<file path="config.mk">
export PLATFORM = sky130hd
export DESIGN_NAME = instr_loader_flat
export DESIGN_NICKNAME = d
export VERILOG_FILES = /design/src/rtl/instr_loader_pkg.sv /design/src/rtl/instr_loader_if.sv /design/src/rtl/instr_loader.sv /design/src/flat_wrapper.sv
export SDC_FILE = /design/constraint.sdc
export NUM_CORES = 1
export LEC_CHECK = 0
export CAP_MARGIN = 10
export CORE_MARGIN = 1
export CORE_UTILIZATION = 48
export CTS_CLUSTER_DIAMETER = 120
export CTS_CLUSTER_SIZE = 25
export DETAILED_ROUTE_END_ITERATION = 8
export GPL_TIMING_DRIVEN = 0
export PLACE_DENSITY = 0.77
export REMOVE_ABC_BUFFERS = 1
export SLEW_MARGIN = 10
export SYNTH_ARGS = -nofsm -noshare
export SYNTH_HDL_FRONTEND = slang
export SYNTH_SLANG_ARGS = --single-unit
</file>
<file path="constraint.sdc">
create_clock -name clk -period 2.3 [get_ports clk]
set_input_delay 0.46 -clock clk [delete_from_list [all_inputs] [get_ports clk]]
set_output_delay 0.46 -clock clk [all_outputs]
set_load 0.05 [all_outputs]
</file>
<file path="src/rtl/instr_loader_pkg.sv">
// Shared constants, types and the range-check helper for the instruction loader.
package instr_loader_pkg;

   localparam int ROM_SIZE    = 512;
   localparam int INSTR_WIDTH = 9;
   localparam int AW          = $clog2(ROM_SIZE) + 1;

   typedef logic [AW-1:0]          iaddr_t;
   typedef logic [INSTR_WIDTH-1:0] instr_t;

   typedef enum logic [2:0] {
      IDLE  = 3'd0,
      LOAD  = 3'd1,
      FLUSH = 3'd2,
      START = 3'd3,
      DONE  = 3'd4,
      ERR   = 3'd5
   } loader_state_t;

   localparam logic [AW:0] ROM_LIMIT = (AW+1)'(ROM_SIZE);

   // True when an image of len words at base would run past the end of RAM.
   // One extra bit keeps the sum from wrapping; base+len == ROM_SIZE is legal.
   function automatic logic range_overflow(input iaddr_t base, input iaddr_t len);
      logic [AW:0] end_addr;
      end_addr = {1'b0, base} + {1'b0, len};
      return end_addr > ROM_LIMIT;
   endfunction

endpackage

</file>
<file path="src/rtl/instr_loader_if.sv">
// Host stream, RAM write port, start handshake and status of the instruction loader.
//
// Stream handshake: a word transfers on a rising clock edge where both in_valid and
// in_ready are high. in_ready depends only on loader state, never on in_valid; the
// host may hold in_valid low for any number of cycles and must keep in_data stable
// while in_valid is high and in_ready is low.
interface instr_loader_if;
   import instr_loader_pkg::*;

   logic          load_req;
   iaddr_t        load_base;
   iaddr_t        load_len;
   logic          in_valid;
   instr_t        in_data;
   logic          in_ready;
   logic          wr_en;
   iaddr_t        wr_addr;
   instr_t        wr_data;
   logic          start;
   iaddr_t        start_addr;
   logic          busy;
   logic          done;
   logic          err;
   instr_t        checksum;
   loader_state_t dbg_state;

   // Loader side.
   modport slave (
      input  load_req, load_base, load_len, in_valid, in_data,
      output in_ready, wr_en, wr_addr, wr_data, start, start_addr,
             busy, done, err, checksum, dbg_state
   );

   // Host / fetch-unit side.
   modport master (
      output load_req, load_base, load_len, in_valid, in_data,
      input  in_ready, wr_en, wr_addr, wr_data, start, start_addr,
             busy, done, err, checksum, dbg_state
   );

endinterface

</file>
<file path="src/rtl/instr_loader.sv">
// Instruction loader: writes a streamed program image into instruction RAM at a
// requested base, then pulses start so the fetch unit begins at that base.
module instr_loader
   import instr_loader_pkg::*;
(
   input logic            clk,
   input logic            reset,
   instr_loader_if.slave  bus
);

   loader_state_t state_q, state_d;
   iaddr_t        base_q, base_d;
   iaddr_t        remaining_q, remaining_d;
   iaddr_t        addr_q, addr_d;
   instr_t        checksum_q, checksum_d;
   logic          wr_en_q, wr_en_d;
   iaddr_t        wr_addr_q, wr_addr_d;
   instr_t        wr_data_q, wr_data_d;
   logic          req_ok;

   // A new request is only honoured when no load is in progress.
   assign req_ok = bus.load_req &&
                   ((state_q == IDLE) || (state_q == DONE) || (state_q == ERR));

   // State and datapath registers; reset drops everything, including a pending write.
   always_ff @(posedge clk or posedge reset) begin
      if (reset) begin
         state_q     <= IDLE;
         base_q      <= '0;
         remaining_q <= '0;
         addr_q      <= '0;
         checksum_q  <= '0;
         wr_en_q     <= 1'b0;
         wr_addr_q   <= '0;
         wr_data_q   <= '0;
      end else begin
         state_q     <= state_d;
         base_q      <= base_d;
         remaining_q <= remaining_d;
         addr_q      <= addr_d;
         checksum_q  <= checksum_d;
         wr_en_q     <= wr_en_d;
         wr_addr_q   <= wr_addr_d;
         wr_data_q   <= wr_data_d;
      end
   end

   // Next-state and datapath updates: latch request, count words, register the RAM write.
   always_comb begin
      state_d     = state_q;
      base_d      = base_q;
      remaining_d = remaining_q;
      addr_d      = addr_q;
      checksum_d  = checksum_q;
      wr_en_d     = 1'b0;
      wr_addr_d   = wr_addr_q;
      wr_data_d   = wr_data_q;

      case (state_q)
         IDLE, DONE, ERR: begin
            if (req_ok) begin
               base_d      = bus.load_base;
               remaining_d = bus.load_len;
               addr_d      = bus.load_base;
               checksum_d  = '0;
               if (range_overflow(bus.load_base, bus.load_len)) begin
                  state_d = ERR;
               end else if (bus.load_len == '0) begin
                  state_d = FLUSH;
               end else begin
                  state_d = LOAD;
               end
            end
         end
         LOAD: begin
            if (bus.in_valid) begin
               wr_en_d     = 1'b1;
               wr_addr_d   = addr_q;
               wr_data_d   = bus.in_data;
               addr_d      = addr_q + 1'b1;
               remaining_d = remaining_q - 1'b1;
               checksum_d  = checksum_q ^ bus.in_data;
               if (remaining_q == iaddr_t'(1)) begin
                  state_d = FLUSH;
               end
            end
         end
         // The last registered write lands during FLUSH, so RAM is complete before START.
         FLUSH:   state_d = START;
         START:   state_d = DONE;
         default: state_d = IDLE;
      endcase
   end

   assign bus.in_ready   = (state_q == LOAD);
   assign bus.wr_en      = wr_en_q;
   assign bus.wr_addr    = wr_addr_q;
   assign bus.wr_data    = wr_data_q;
   assign bus.start      = (state_q == START);
   assign bus.start_addr = ((state_q == START) || (state_q == DONE)) ? base_q : '0;
   assign bus.busy       = (state_q == LOAD) || (state_q == FLUSH) || (state_q == START);
   assign bus.done       = (state_q == DONE);
   assign bus.err        = (state_q == ERR);
   assign bus.checksum   = checksum_q;
   assign bus.dbg_state  = state_q;

endmodule
</file>
<file path="src/flat_wrapper.sv">
// flat-port wrapper written by rule: the top's interface ports become plain ports
module instr_loader_flat import instr_loader_pkg::*;
  (clk, reset, bus_load_req, bus_load_base, bus_load_len, bus_in_valid, bus_in_data, bus_in_ready, bus_wr_en, bus_wr_addr, bus_wr_data, bus_start, bus_start_addr, bus_busy, bus_done, bus_err, bus_checksum, bus_dbg_state);
  instr_loader_if bus_i ();
  input logic clk;
  input logic reset;
  input wire logic [$bits(bus_i.load_req)-1:0] bus_load_req;
  input wire logic [$bits(bus_i.load_base)-1:0] bus_load_base;
  input wire logic [$bits(bus_i.load_len)-1:0] bus_load_len;
  input wire logic [$bits(bus_i.in_valid)-1:0] bus_in_valid;
  input wire logic [$bits(bus_i.in_data)-1:0] bus_in_data;
  output wire logic [$bits(bus_i.in_ready)-1:0] bus_in_ready;
  output wire logic [$bits(bus_i.wr_en)-1:0] bus_wr_en;
  output wire logic [$bits(bus_i.wr_addr)-1:0] bus_wr_addr;
  output wire logic [$bits(bus_i.wr_data)-1:0] bus_wr_data;
  output wire logic [$bits(bus_i.start)-1:0] bus_start;
  output wire logic [$bits(bus_i.start_addr)-1:0] bus_start_addr;
  output wire logic [$bits(bus_i.busy)-1:0] bus_busy;
  output wire logic [$bits(bus_i.done)-1:0] bus_done;
  output wire logic [$bits(bus_i.err)-1:0] bus_err;
  output wire logic [$bits(bus_i.checksum)-1:0] bus_checksum;
  output wire logic [$bits(bus_i.dbg_state)-1:0] bus_dbg_state;
  assign bus_i.load_req = bus_load_req;
  assign bus_i.load_base = bus_load_base;
  assign bus_i.load_len = bus_load_len;
  assign bus_i.in_valid = bus_in_valid;
  assign bus_i.in_data = bus_in_data;
  assign bus_in_ready = bus_i.in_ready;
  assign bus_wr_en = bus_i.wr_en;
  assign bus_wr_addr = bus_i.wr_addr;
  assign bus_wr_data = bus_i.wr_data;
  assign bus_start = bus_i.start;
  assign bus_start_addr = bus_i.start_addr;
  assign bus_busy = bus_i.busy;
  assign bus_done = bus_i.done;
  assign bus_err = bus_i.err;
  assign bus_checksum = bus_i.checksum;
  assign bus_dbg_state = bus_i.dbg_state;
  instr_loader u_core (.clk(clk), .reset(reset), .bus(bus_i));
endmodule
</file>
# [Word level (Yosys, flattened, before mapping)]
# Index checks and enable logic that the tools add are counted.
[classes] n_addsub=3 order_cmp=1 n_eq_ne=9 mux=18 bitwise=1 n_reduce_logical=14
[op_table] op="$mux W10" count=5
[op_table] op="$pmux W10 S2" count=2
[op_table] op="$mux W9" count=2
[op_table] op="$pmux W9 S2" count=1
[op_table] op="$mux W3" count=4
[op_table] op="$pmux W3 S4" count=1
[op_table] op="$add A10 B10 Y11" count=1
[op_table] op="$gt A11 B10 Y1 const B" count=1
[op_table] op="$add A10 B1 Y10 const B" count=1
[op_table] op="$eq A10 B1 Y1 const B" count=1
[op_table] op="$logic_not A10 Y1" count=1
[op_table] op="$sub A10 B1 Y10 const B" count=1
[op_table] op="$xor A9 B9 Y9" count=1
[op_table] op="$eq A3 B2 Y1 const B" count=2
[op_table] op="$eq A3 B3 Y1 const B" count=2
[op_table] op="$reduce_and A3 Y1" count=2
[op_table] op="$logic_or A1 B1 Y1" count=5
[op_table] op="$ne A2 B1 Y1 const B" count=2
[op_table] op="$reduce_and A2 Y1" count=2
[op_table] op="$eq A3 B1 Y1 const B" count=1
[op_table] op="$logic_not A3 Y1" count=1
[op_table] op="$reduce_or A3 Y1" count=1
[op_table] op="$mux W1" count=2
[op_table] op="$mux W2" count=1
[op_table] op="3 further kinds" count=3
[word_totals] register_bits=62 input_bits=33 out_inout_bits=47 word_cells=54

# [Depth between registers and ports, before layout]
[depth] depth_word=6 mapped_depth=11 depth_no_buf=10

# [Least setup slack after synthesis]
# OpenSTA, ideal clock, no wires.
[synth_timing] path_type="reg2out" from="reg u_core.state_q[2] (netlist: u_core.bus.dbg_state[2])" to="out bus_start_addr[0]" t_arrival_ps=3262 path_slack_ps=-1422 path_stages_with_launch=5 path_buffers=1 path_cell_list="dfrtp_1 buf_2 nor3b_1 nor2_1 nor2b_1"
[synth_between] elab_chain_cells=3 elab_cells_between_ends=4 cone_classes="2 x eq/ne; 1 x mux; 1 x reduce/logical"
[synth_lines] element="from (decl)" line="instr_loader.sv:11" rtl="loader_state_t state_q, state_d;"
[synth_lines] element="from (signal assigned)" line="instr_loader.sv:37" rtl="state_q <= state_d;"
[synth_lines] element="$eq A3 B3 Y1"
[synth_lines] element="named net bus_done" line="flat_wrapper.sv:19" rtl="output wire logic [$bits(bus_i.done)-1:0] bus_done;"
[synth_lines] element="$logic_or A1 B1 Y1" line="instr_loader.sv:100" rtl="assign bus.start_addr = ((state_q == START) || (state_q == DONE)) ? base_q : '0;"
[synth_lines] element="$mux W10" line="instr_loader.sv:100"
[synth_lines] element="to (decl)" line="flat_wrapper.sv:17" rtl="output wire logic [$bits(bus_i.start_addr)-1:0] bus_start_addr;"
# The timed path passes the listed nets, and every way through them passes these cells.

# [Worst setup path after layout]
[layout_timing] from="in bus_load_len[0]" to="reg u_core.state_q[0] (netlist: u_core.bus.dbg_state[0])"
[layout_between] elab_chain_cells=5 elab_cells_between_ends=7 cone_classes="1 x add/sub; 1 x order compare; 4 x mux; 1 x reduce/logical"
[layout_lines] element="from (decl)" line="flat_wrapper.sv:9" rtl="input wire logic [$bits(bus_i.load_len)-1:0] bus_load_len;"
[layout_lines] element="$add A10 B10 Y11 / $logic_not A10 Y1 (equally long branches)" line="instr_loader_pkg.sv:26, instr_loader.sv:68"
[layout_lines] element="$gt A11 B10 Y1 / $mux W2 (equally long branches)" line="instr_loader_pkg.sv:27, instr_loader.sv:68"
[layout_lines] element="$mux W3 (*)" line="instr_loader.sv:66" rtl="if (range_overflow(bus.load_base, bus.load_len)) begin"
[layout_lines] element="$mux W3 (*)" line="instr_loader.sv:61" rtl="if (req_ok) begin"
[layout_lines] element="$pmux W3 S4 (*)" line="instr_loader.sv:59" rtl="case (state_q)"
# Mark *: on every way between the ends. The rest lies on a longest branch, timed or not. The select of a mux whose other input is x is not followed.
# A chain may end at the register's enable or synchronous reset.

==> flow_metrics.py <==
metrics = {
    "outcome": {
        "outcome": "finished with violations",
        "violations": "negative setup slack",
    },
    "setup_path": {
        "end_kind": "flop",
        "crit_path_cell_trace": "buf_8 > ha_4 > inv_2 > fa_2 > nor3b_4 > o221ai_2 > a211oi_2 > nand4_1 > or4_4 > a21oi_4 > a221oi_2",
        "critical_path_peak_fanout": 3,
        "worstSetupStartpointType": "input pin",
        "cpMaxStageDelayCell": "sky130_fd_sc_hd__fa_2",
        "critical_path_arrival_ns": 2.64,
        "timing.critical_path.required_ns": 2.51,
        "critical-path-max-stage-delay_ns": 0.52,
        "critical_path.n_buffers_inverters": 2,
        "cpLargestDelayFamily": "simple AND/OR/NAND/NOR gates",
        "worst-setup-path-type": "in2reg",
    },
    "die": {
        "die_span_in_x_um": 87.08,
        "core_um2": 6907,
        "rows": 30,
        "die-height_um": 87.08,
        "die_area_um2": 7583,
        "io_pins": 80,
        "start_util_pct": 50.31,
    },
    "finish": {
        "layout-drive-gt1-share_pct": 17.55,
        "nets": 549,
        "number_of_diodes": 0,
        "finalCoreUtilization_pct": 69.67,
        "area_delta_synth_final_pct": 38.49,
    },
    "drt": {
        "vias_per_cell": 5.635,
        "drt.antenna.violating_nets": 0,
        "met3_wirelength_um": 580,
        "met1_length_um": 4132,
        "drc": 0,
        "top_layer": "met4",
        "wire_per_inst_um": 15.81,
        "drt_iter0_markers": 147,
        "final_wl_um": 9533,
        "vias": 3398,
        "route.met2.wl_um": 4474,
        "drtPass1Iterations": 5,
    },
    "place": {
        "dp_hpwl_um": 6247,
        "place_worst_setup_slack_ns": -2.196,
        "rd_place_congestion": 0.8642,
        "io_buffer_count": 79,
    },
    "timing": {
        "maxSlewHeadroom_pct": 50.04,
        "timing.hold.ws_ns": 0.4301,
        "setup_viol_count_final": 3,
        "min_period_over_period_pct": 105.5,
        "unrepaired_setup_endpoints_after_global_routing": "yes",
        "slew_violations": 0,
        "final_period_minus_worst_setup_slack_ns": 2.427,
        "fmax_mhz": 412.0,
        "final.setup.worst_slack_ns": -0.1270,
        "fin_skew_ns": 0.007854,
        "worst-slew-pin-transition_ns": 0.7494,
        "finalHoldViolCount": 0,
    },
    "synthesis": {
        "synth-main-ff-cell": "sky130_fd_sc_hd__dfrtp_1",
        "yosysWarnings": 0,
        "synthCells": 421,
        "synth.cell_area_um2": 3475,
        "synth.distinct_cells": 55,
        "synth_seq_area_share_pct": 44.65,
        "ys_ff_latch": 62,
        "fraction_of_synthesis_flops_using_an_asynchronous_set_or_reset_pin_pct": 100.0,
        "number_of_enable_flip_flop_cells_after_synthesis": 0,
        "avgSynthCellArea_um2": 8.253,
    },
    "clock_tree": {
        "tritoncts_num_sinks": 62,
        "clock-root-buffer": "sky130_fd_sc_hd__clkbuf_8",
        "tritoncts.num_buffers": 9,
        "htree_levels": 3,
        "tritoncts_clock_tree": "built",
        "clkTransAtPathRegs_ns": 0.07,
        "ctsLongestPathBuffers": 2,
        "clk-insertion-delay-late_ns": 0.34,
    },
    "pwr": {
        "p_comb_share_pct": 58.1,
        "sw_frac_of_total_pct": 51.34,
        "internal_power_mw": 3.496,
        "switching_power_mw": 3.688,
        "leakagePower_nw": 2.113,
        "max-vdd-ir-drop_mv": 0.4922,
        "power.clock.fraction_pct": 13.3,
        "power-per-cell-area_nw_per_um2": 1493,
        "pwr-share-seq_pct": 28.6,
    },
    "flow_run": {
        "max-cap-violations": 0,
    },
    "global_route": {
        "grt_use_total_pct": 25.86,
        "grt_pass1_vias": 3123,
        "overflow": 0,
        "pin_count_of_the_biggest_net_entering_global_routing": 63,
        "grt_first_pass_wirelength_um": 15060,
        "number_of_antenna_violations_at_the_first_check_in_global_routing": 0,
    },
    "worst_hold_path": {
        "worstHoldPathType": "in2reg",
    },
}
[cell families after synthesis]
logic type	share of synthesized area, %
fa+ha+maj	5.258
buf+inv	4.069
mux	0.6122
compound gates	17.54
flops	44.65
xor+xnor	1.512
simple gates	26.36
[power groups by stage]
stage	registers (mW)	logic, mW	clock network (mW)
2_1_floorplan	2.89	1.79	0
3_3_place_gp	2.02	3.83	0
3_5_place_dp	2.05	3.91	0
4_1_cts	2.03	3.99	0.960
5_1_grt	2.12	4.51	1.02
6_report	2.05	4.17	0.957
[cell usage after synthesis, types with 7 or more instances]
| cell type | count | area share [%] |
|---|---|---|
| sky130_fd_sc_hd__nor2b_1 | 11 | 2.0 |
| sky130_fd_sc_hd__nor3_1 | 7 | 1.0 |
| sky130_fd_sc_hd__nand2_1 | 102 | 11 |
| sky130_fd_sc_hd__a21oi_1 | 27 | 3.9 |
| sky130_fd_sc_hd__nand3_1 | 21 | 3.0 |
| sky130_fd_sc_hd__inv_1 | 14 | 1.5 |
| sky130_fd_sc_hd__clkbuf_1 | 10 | 1.1 |
| sky130_fd_sc_hd__ha_1 | 13 | 4.7 |
| sky130_fd_sc_hd__o21ai_0 | 39 | 5.6 |
| sky130_fd_sc_hd__dfrtp_1 | 62 | 45 |
| sky130_fd_sc_hd__nor2_1 | 40 | 4.3 |
[cells in the final DEF, fill, tap and decap left out, types with 8 or more instances in the layout]
master / count
sky130_fd_sc_hd__dfrtp_1: 59
sky130_fd_sc_hd__inv_1: 11
sky130_fd_sc_hd__a21oi_1: 27
sky130_fd_sc_hd__dlygate4sd2_1: 15
sky130_fd_sc_hd__o21ai_0: 39
sky130_fd_sc_hd__clkbuf_8: 10
sky130_fd_sc_hd__nor2b_1: 11
sky130_fd_sc_hd__nand3_1: 20
sky130_fd_sc_hd__nor2_1: 35
sky130_fd_sc_hd__buf_4: 13
sky130_fd_sc_hd__clkdlybuf4s50_1: 46
sky130_fd_sc_hd__ha_4: 8
sky130_fd_sc_hd__nand2_1: 99
[layout make-up]
cell class	instances	area [um^2]
Fill cell	582	2095
Multi-Input combinational cell	327	2061
Sequential cell	62	1555
Timing Repair Buffer	85	788.3
Clock buffer	10	137.6
Tap cell	96	120.1
Inverter	17	88.84
Clock inverter	6	61.31
[state kept, by name, indices dropped and copies added (netlist names)]
register	count
u_core.bus.checksum	9
u_core.bus.dbg_state	3
u_core.base_q	10
u_core.bus.wr_en	1
u_core.bus.wr_data	9
u_core.bus.wr_addr	10
u_core.addr_q	10
u_core.remaining_q	10
[per-stage QoR]
step | setup TNS [ns] | cells | cell area, um^2 | power (mW)
after floorplan | -58.04 | 404 | 3397 | 4.679
after global placement | -122.67 | 579 | 4308 | 5.849
after detailed placement | -77.52 | 579 | 4310 | 5.956
after CTS | -0.02132 | 599 | 4656 | 6.982
after global routing | -0.5800 | 603 | 4812 | 7.654
final | -0.3154 | 603 | 4812 | 7.185
[metal layers]
metal	up-vias	GRT usage, %
li1	1629	-
met3	26	5.213
met5	-	0
met1	1618	33.21
met4	0	9.848
met2	125	43.09
[tightest hold or removal path, cell delays in order]
cell and delay, ns:
sky130_fd_sc_hd__buf_4 0.11, sky130_fd_sc_hd__o211ai_1 0.09, sky130_fd_sc_hd__o21ai_0 0.07
[repair_timing]
item | in CTS | in global routing
gates cloned | 1 | 1
gates resized for setup | 140 | 39
hold buffers | 0 | 0
buffers inserted | 3 | 3
endpoints found under the setup margin | 66 | 44
pin swaps | 9 | 5
[worst paths after layout]
path                                         start                       to  slack, ns  cells past startpoint
setup / recovery                   bus_load_len[0]  u_core.bus.dbg_state[0]      -0.13                     11
hold / removal                     bus_load_len[1]    u_core.remaining_q[1]       0.43                      3
setup reg to reg           u_core.bus.dbg_state[0]         u_core.addr_q[2]       0.18                      9
hold reg to reg                   u_core.base_q[9]         u_core.base_q[9]       0.47                      2
max in group asynchronous                    reset  u_core.bus.dbg_state[0]       1.15                      2
min in group asynchronous                    reset    u_core.bus.wr_data[8]       0.62                      2
(Power assumes the default switching activity.)
